$ cat src/rtl/counter_run_sequencer_pkg.sv
// Shared types and defaults for the counter run sequencer and its watchdog.
package counter_run_sequencer_pkg;

   localparam int          CNT_W          = 8;
   localparam int          DEF_TO_W       = 24;
   localparam logic [23:0] DEF_TO_CYCLES  = 24'd10_000_000;
   localparam int          DEF_GAP_CYCLES = 2;

   typedef enum logic [1:0] {
      ST_IDLE = 2'd0,
      ST_RUN  = 2'd1,
      ST_GAP  = 2'd2,
      ST_DONE = 2'd3
   } state_t;

endpackage

$ cat src/rtl/counter_run_sequencer_run_watchdog.sv
// Per-run watchdog: counts cycles while enabled and flags the last allowed cycle.
module run_watchdog
   import counter_run_sequencer_pkg::*;
#(
   parameter int              TO_W      = DEF_TO_W,
   parameter logic [TO_W-1:0] TO_CYCLES = TO_W'(DEF_TO_CYCLES)
) (
   input  logic qzt_clk,
   input  logic reset,
   input  logic clr,
   input  logic en,
   output logic expired
);

   logic [TO_W-1:0] count;

   // Holds at the terminal value so a missed clear can never wrap into a fresh window.
   always_ff @(posedge qzt_clk or posedge reset) begin
      if (reset) begin
         count <= '0;
      end else if (clr) begin
         count <= '0;
      end else if (en && !expired) begin
         count <= count + 1'b1;
      end
   end

   assign expired = (count == TO_CYCLES - 1'b1);

endmodule

$ cat src/rtl/counter_run_sequencer.sv
// Sequences an external one-run edge counter: run, wait for carry, gap, repeat,
// with a per-run watchdog and progress/completion/timeout reporting.
//
// state | meaning
// IDLE  | waiting for an accepted start
// RUN   | ctr_run high, waiting for carry or watchdog expiry
// GAP   | ctr_run low so the counter clears before the next run
// DONE  | one-cycle end-of-sequence pulse, then back to IDLE
module counter_run_sequencer
   import counter_run_sequencer_pkg::*;
#(
   parameter int              TO_W       = DEF_TO_W,
   parameter logic [TO_W-1:0] TO_CYCLES  = TO_W'(DEF_TO_CYCLES),
   parameter int              GAP_CYCLES = DEF_GAP_CYCLES
) (
   input  logic             qzt_clk,
   input  logic             reset,
   input  logic             start,
   input  logic             abort,
   input  logic [CNT_W-1:0] limit_cfg,
   input  logic [CNT_W-1:0] runs_cfg,
   input  logic             ctr_carry,
   output logic             ctr_run,
   output logic [CNT_W-1:0] ctr_limit,
   output logic             busy,
   output logic             run_pulse,
   output logic [CNT_W-1:0] runs_done,
   output logic             done,
   output logic             timeout,
   output logic             cfg_err
);

   localparam int               GAP_W    = (GAP_CYCLES > 1) ? $clog2(GAP_CYCLES) : 1;
   localparam logic [GAP_W-1:0] GAP_LOAD = GAP_W'(GAP_CYCLES - 1);

   state_t           state;
   state_t           state_nx;
   logic [CNT_W-1:0] runs_cfg_q;
   logic [CNT_W-1:0] runs_inc;
   logic [GAP_W-1:0] gap_cnt;
   logic             expired;
   logic             start_ok;
   logic             last_run;

   assign start_ok = (state == ST_IDLE) && start && !abort;
   assign runs_inc = runs_done + 1'b1;
   // Zero runs_cfg means continuous, so the wrap of runs_inc to 0 must not end it.
   assign last_run = (runs_cfg_q != '0) && (runs_inc == runs_cfg_q);

   run_watchdog #(
      .TO_W      (TO_W),
      .TO_CYCLES (TO_CYCLES)
   ) u_watchdog (
      .qzt_clk (qzt_clk),
      .reset   (reset),
      .clr     (state != ST_RUN),
      .en      (state == ST_RUN),
      .expired (expired)
   );

   always_ff @(posedge qzt_clk or posedge reset) begin
      if (reset) begin
         state <= ST_IDLE;
      end else begin
         state <= state_nx;
      end
   end

   always_comb begin
      state_nx = state;
      case (state)
         ST_IDLE: begin
            if (start_ok && (limit_cfg != '0)) state_nx = ST_RUN;
         end
         ST_RUN: begin
            if (abort)          state_nx = ST_DONE;
            else if (ctr_carry) state_nx = last_run ? ST_DONE : ST_GAP;
            else if (expired)   state_nx = ST_DONE;
         end
         ST_GAP: begin
            if (abort)                state_nx = ST_DONE;
            else if (gap_cnt == '0)   state_nx = ST_RUN;
         end
         ST_DONE: state_nx = ST_IDLE;
         default: state_nx = ST_IDLE;
      endcase
   end

   always_comb begin
      ctr_run = 1'b0;
      busy    = 1'b0;
      done    = 1'b0;
      case (state)
         ST_RUN: begin
            ctr_run = 1'b1;
            busy    = 1'b1;
         end
         ST_GAP:  busy = 1'b1;
         ST_DONE: done = 1'b1;
         default: ;
      endcase
   end

   always_ff @(posedge qzt_clk or posedge reset) begin
      if (reset) begin
         ctr_limit  <= '0;
         runs_cfg_q <= '0;
         runs_done  <= '0;
         timeout    <= 1'b0;
         run_pulse  <= 1'b0;
         cfg_err    <= 1'b0;
      end else begin
         run_pulse <= 1'b0;
         cfg_err   <= 1'b0;
         if (start_ok) begin
            if (limit_cfg != '0) begin
               ctr_limit  <= limit_cfg;
               runs_cfg_q <= runs_cfg;
               runs_done  <= '0;
               timeout    <= 1'b0;
            end else begin
               cfg_err <= 1'b1;
            end
         end
         // Abort beats carry, and carry beats expiry.
         if ((state == ST_RUN) && !abort) begin
            if (ctr_carry) begin
               runs_done <= runs_inc;
               run_pulse <= 1'b1;
            end else if (expired) begin
               timeout <= 1'b1;
            end
         end
      end
   end

   always_ff @(posedge qzt_clk or posedge reset) begin
      if (reset) begin
         gap_cnt <= '0;
      end else if (state == ST_RUN) begin
         gap_cnt <= GAP_LOAD;
      end else if ((state == ST_GAP) && (gap_cnt != '0)) begin
         gap_cnt <= gap_cnt - 1'b1;
      end
   end

endmodule

$ cat config.mk
export PLATFORM = sky130hd
export DESIGN_NAME = counter_run_sequencer
export DESIGN_NICKNAME = d
export VERILOG_FILES = /design/src/rtl/counter_run_sequencer_pkg.sv /design/src/rtl/counter_run_sequencer_run_watchdog.sv /design/src/rtl/counter_run_sequencer.sv
export SDC_FILE = /design/constraint.sdc
export NUM_CORES = 1
export LEC_CHECK = 0
export ABC_AREA = 1
export BUFFER_PORTS_ARGS = -buffer_cell sky130_fd_sc_hd__buf_4
export CAP_MARGIN = 20
export CORE_ASPECT_RATIO = 1.2
export CORE_MARGIN = 1
export CORE_UTILIZATION = 60
export CTS_BUF_LIST = sky130_fd_sc_hd__clkbuf_8
export CTS_CLUSTER_SIZE = 20
export DETAILED_ROUTE_END_ITERATION = 7
export HOLD_SLACK_MARGIN = 0.05
export PLACE_DENSITY = 0.78
export SLEW_MARGIN = 30
export SYNTH_ARGS = -nofsm -noshare
export SYNTH_HDL_FRONTEND = slang
export SYNTH_HIERARCHICAL = 1
export SYNTH_SLANG_ARGS = --single-unit
$ cat constraint.sdc
create_clock -name qzt_clk -period 2 [get_ports qzt_clk]
set_clock_uncertainty 0.15 [all_clocks]
set_input_delay 0 -clock qzt_clk [delete_from_list [all_inputs] [get_ports qzt_clk]]
set_output_delay 0 -clock qzt_clk [all_outputs]
set_load 0.02 [all_outputs]
==> flow_summary.json <==
{
  "drc_errors": 0,
  "achievable-frequency_ghz": 0.527,
  "track_usage_pct": 29.7,
  "cts.sink_count": 54,
  "ys_seq_elements": 54,
  "path_delay_family": "buffers and inverters",
  "design.die.area_um2": 5860,
  "power.net_switching_mw": 2.00,
  "critical_path_required_time_ns": 2.08,
  "wl_mm": 8.45,
  "worst-slew-pin-transition_ns": 0.392,
  "area_delta_synth_final_pct": 23.4,
  "outcome": "completed",
  "place.gp.congestion": 0.951,
  "crit_fanout": 6,
  "timing.final.hold_violations": 0,
  "vias": 3355,
  "num_cts_buffers": 5,
  "layout_min_cycle_time_ns": 1.90,
  "core_region_area_um2": 5330,
  "worst_slack_setup_final_ns": 0.102,
  "grt_start_max_net_pins": 31,
  "drt_iter0_markers": 173,
  "data_arrival_critical_path_ns": 1.98,
  "syn_nets": 517,
  "share_of_total_power_in_the_clock_network_pct": 14.8,
  "antenna_left": 0,
  "max-cap-violations": 0,
  "critical_path.endpoint_type": "flop",
  "power_per_cell_area_nw_per_um2": 1090,
  "place_hpwl_mm": 5.69,
  "postSynthAreaPerCell_um2": 6.82,
  "synth_warnings": 6,
  "row_count": 29,
  "slew-limit-headroom_pct": 73.7,
  "port_buffers": 42,
  "fin_crit_share_pct": 94.9,
  "htree_num_levels": 2,
  "wl_per_cell_um": 13.5,
  "final_layout_size_suffix_gt1_share_pct": 16.5,
  "global_route.overflow_total": 0,
  "reg_clk_slew_reported_paths_ns": 0.10,
  "timing.critical_path.buf_inv": 2,
  "initial_utilization_pct": 62.5,
  "pin_count": 43,
  "synth_sequential_area_ratio_pct": 40.5,
  "unrepaired_setup_endpoints_after_global_routing": "yes",
  "grt_antenna_before_repair": 0,
  "tritoncts_clock_tree": "done",
  "power_frac_comb_pct": 50.5,
  "preCtsSetupSlack_ns": 0.0754,
  "seq_power_share_pct": 34.8,
  "power_report.internal_total_mw": 2.49,
  "timing.critical_path.slowest_cell_delay_ns": 0.57,
  "sw_frac_of_total_pct": 44.6,
  "grt_first_pass_wirelength_mm": 14.0,
  "first_global_vias": 3185,
  "finish.net_count": 591,
  "clock_path_buffers": 2,
  "timing.final.setup_violations": 0,
  "power.leakage_nw": 2.08,
  "synth.distinct_cells": 30,
  "post_synth_inst_count": 489,
  "timing.critical_path.slowest_stage_cell": "sky130_fd_sc_hd__dlygate4sd3_1",
  "post-place-cells": 595,
  "die_y_um": 83.7,
  "dr.pass1.iters": 4,
  "layout.cells.non_filler": 626,
  "ctsRootBufferMaster": "sky130_fd_sc_hd__clkbuf_8",
  "hp-class": "primary input to async pin",
  "setup-tns-final_ns": 0,
  "start_kind": "flop",
  "worstSkewPairLatency_ns": 0.31,
  "hold_ws_ns": 0.159,
  "synth.cell_area_um2": 3340,
  "fp.dieW_um": 70.1,
  "num_antenna_cells": 0,
  "timing.final.max_slew_violations": 0,
  "ordered_cell_list_for_the_critical_path": "inv_1 -> ha_1 -> nand3b_4 -> dlygate4sd3_1 -> nor3_1",
  "worst_vdd_ir_uv": 487,
  "worst-setup-path-type": "flop to flop",
  "detail_route.vias_per_cell": 5.36
}
-- final timing paths --
kind / from / endpoint / slack (ns) / cells after the start
worst max-delay path: state[1] / cfg_err / 0.10 / 5
worst min-delay path: reset / u_watchdog/count[2] / 0.16 / 4
worst max register to register: state[1] / cfg_err / 0.10 / 5
worst min register to register: ctr_limit[4] / ctr_limit[4] / 0.36 / 2
max in group asynchronous: reset / state[0] / 1.21 / 4
min in group qzt_clk: runs_cfg[1] / runs_cfg_q[1] / 0.29 / 4
-- final cells by class --
cell class                      instances  area (µm²)
Multi-Input combinational cell        359        1700
Sequential cell                        54        1350
Fill cell                             419        1220
Timing Repair Buffer                   74         624
Inverter                               69         259
Clock buffer                            6        82.6
Tap cell                               62        77.6
Clock inverter                          2        16.3
-- cell usage in the layout (no fill, tap or decap), types with 6 or more instances in the layout --
cell type	count
sky130_fd_sc_hd__buf_4	51
sky130_fd_sc_hd__clkbuf_8	6
sky130_fd_sc_hd__dfrtp_1	53
sky130_fd_sc_hd__dlygate4sd3_1	21
sky130_fd_sc_hd__ha_1	7
sky130_fd_sc_hd__inv_1	62
sky130_fd_sc_hd__inv_2	6
sky130_fd_sc_hd__nand2_1	166
sky130_fd_sc_hd__nand2_2	8
sky130_fd_sc_hd__nand3_1	39
sky130_fd_sc_hd__nand4_1	10
sky130_fd_sc_hd__nor2_1	58
sky130_fd_sc_hd__nor2_2	8
sky130_fd_sc_hd__o21ai_0	30
-- tightest hold or removal path, delay by kind of cell --
family                 cells  cell delay, ns
buffers and inverters      4            1.03
-- synthesized netlist by cell type, drive strengths merged --
cell type  instances  area, µm²
nor3b              1       7.51
clkbuf             1       3.75
clkinv             1       3.75
and2               1       6.26
inv               68        255
nor2              71        325
nor3               4       20.0
o22ai              3       18.8
ha                 7       87.6
nand2            174        666
nand3             39        195
nand4             10       62.6
a32o               1       10.0
nand3b             1       20.0
o21ai             34        170
buf                7       47.6
o21bai             1       7.51
dfrtp             54       1350
a21oi              6       33.8
xor2               5       43.8
-- layer usage --
layer | track usage, % | vias to the layer above | wire length [µm]
met5 | 0 | - | 0
met4 | 10.2 | 0 | 219
met3 | 4.35 | 21 | 388
met2 | 56.1 | 102 | 4520
met1 | 33.6 | 1559 | 3310
li1 | - | 1673 | -
-- power by group through the flow --
stage          clock [mW]  sequential [mW]  combinational [mW]
2_1_floorplan           0             1.73                1.25
6_report            0.663             1.56                2.27
5_1_grt             0.711             1.59                2.49
4_1_cts             0.688             1.55                2.11
3_5_place_dp            0             1.57                2.07
3_3_place_gp            0             1.56                2.03
-- metrics by stage --
stage	area (µm²)	utilization (%)	total power [mW]
2_1_floorplan	3340	-	2.98
3_3_place_gp	3750	70.3	3.59
3_5_place_dp	3750	70.3	3.64
5_1_grt	4120	77.2	4.79
6_report	4120	77.2	4.49
4_1_cts	4060	76.1	4.34
-- timing repair --
item,in CTS,in global routing
setup endpoints to repair,0,27
buffers inserted,0,1
hold buffers,21,0
hold endpoints to repair,75,0
resized for setup,0,10
-- cells by family after synthesis --
kind of cell             after synthesis  share of synthesized area (%)
buffers and inverters                 77                           9.30
AND/OR/NAND/NOR                      301                           39.0
XOR/XNOR                               5                           1.31
AO/OA/AOI/OAI                         45                           7.20
adder cells (fa/ha/maj)                7                           2.63
flip-flops                            54                           40.5
-- flip-flops by register name, indices dropped and copies added (netlist names) --
name / cells
u_watchdog/count: 24
runs_done: 8
ctr_limit: 8
gap_cnt: 1
run_pulse: 1
cfg_err: 1
timeout: 1
runs_cfg_q: 8
state: 2
Power figures use the tool's default switching activity.
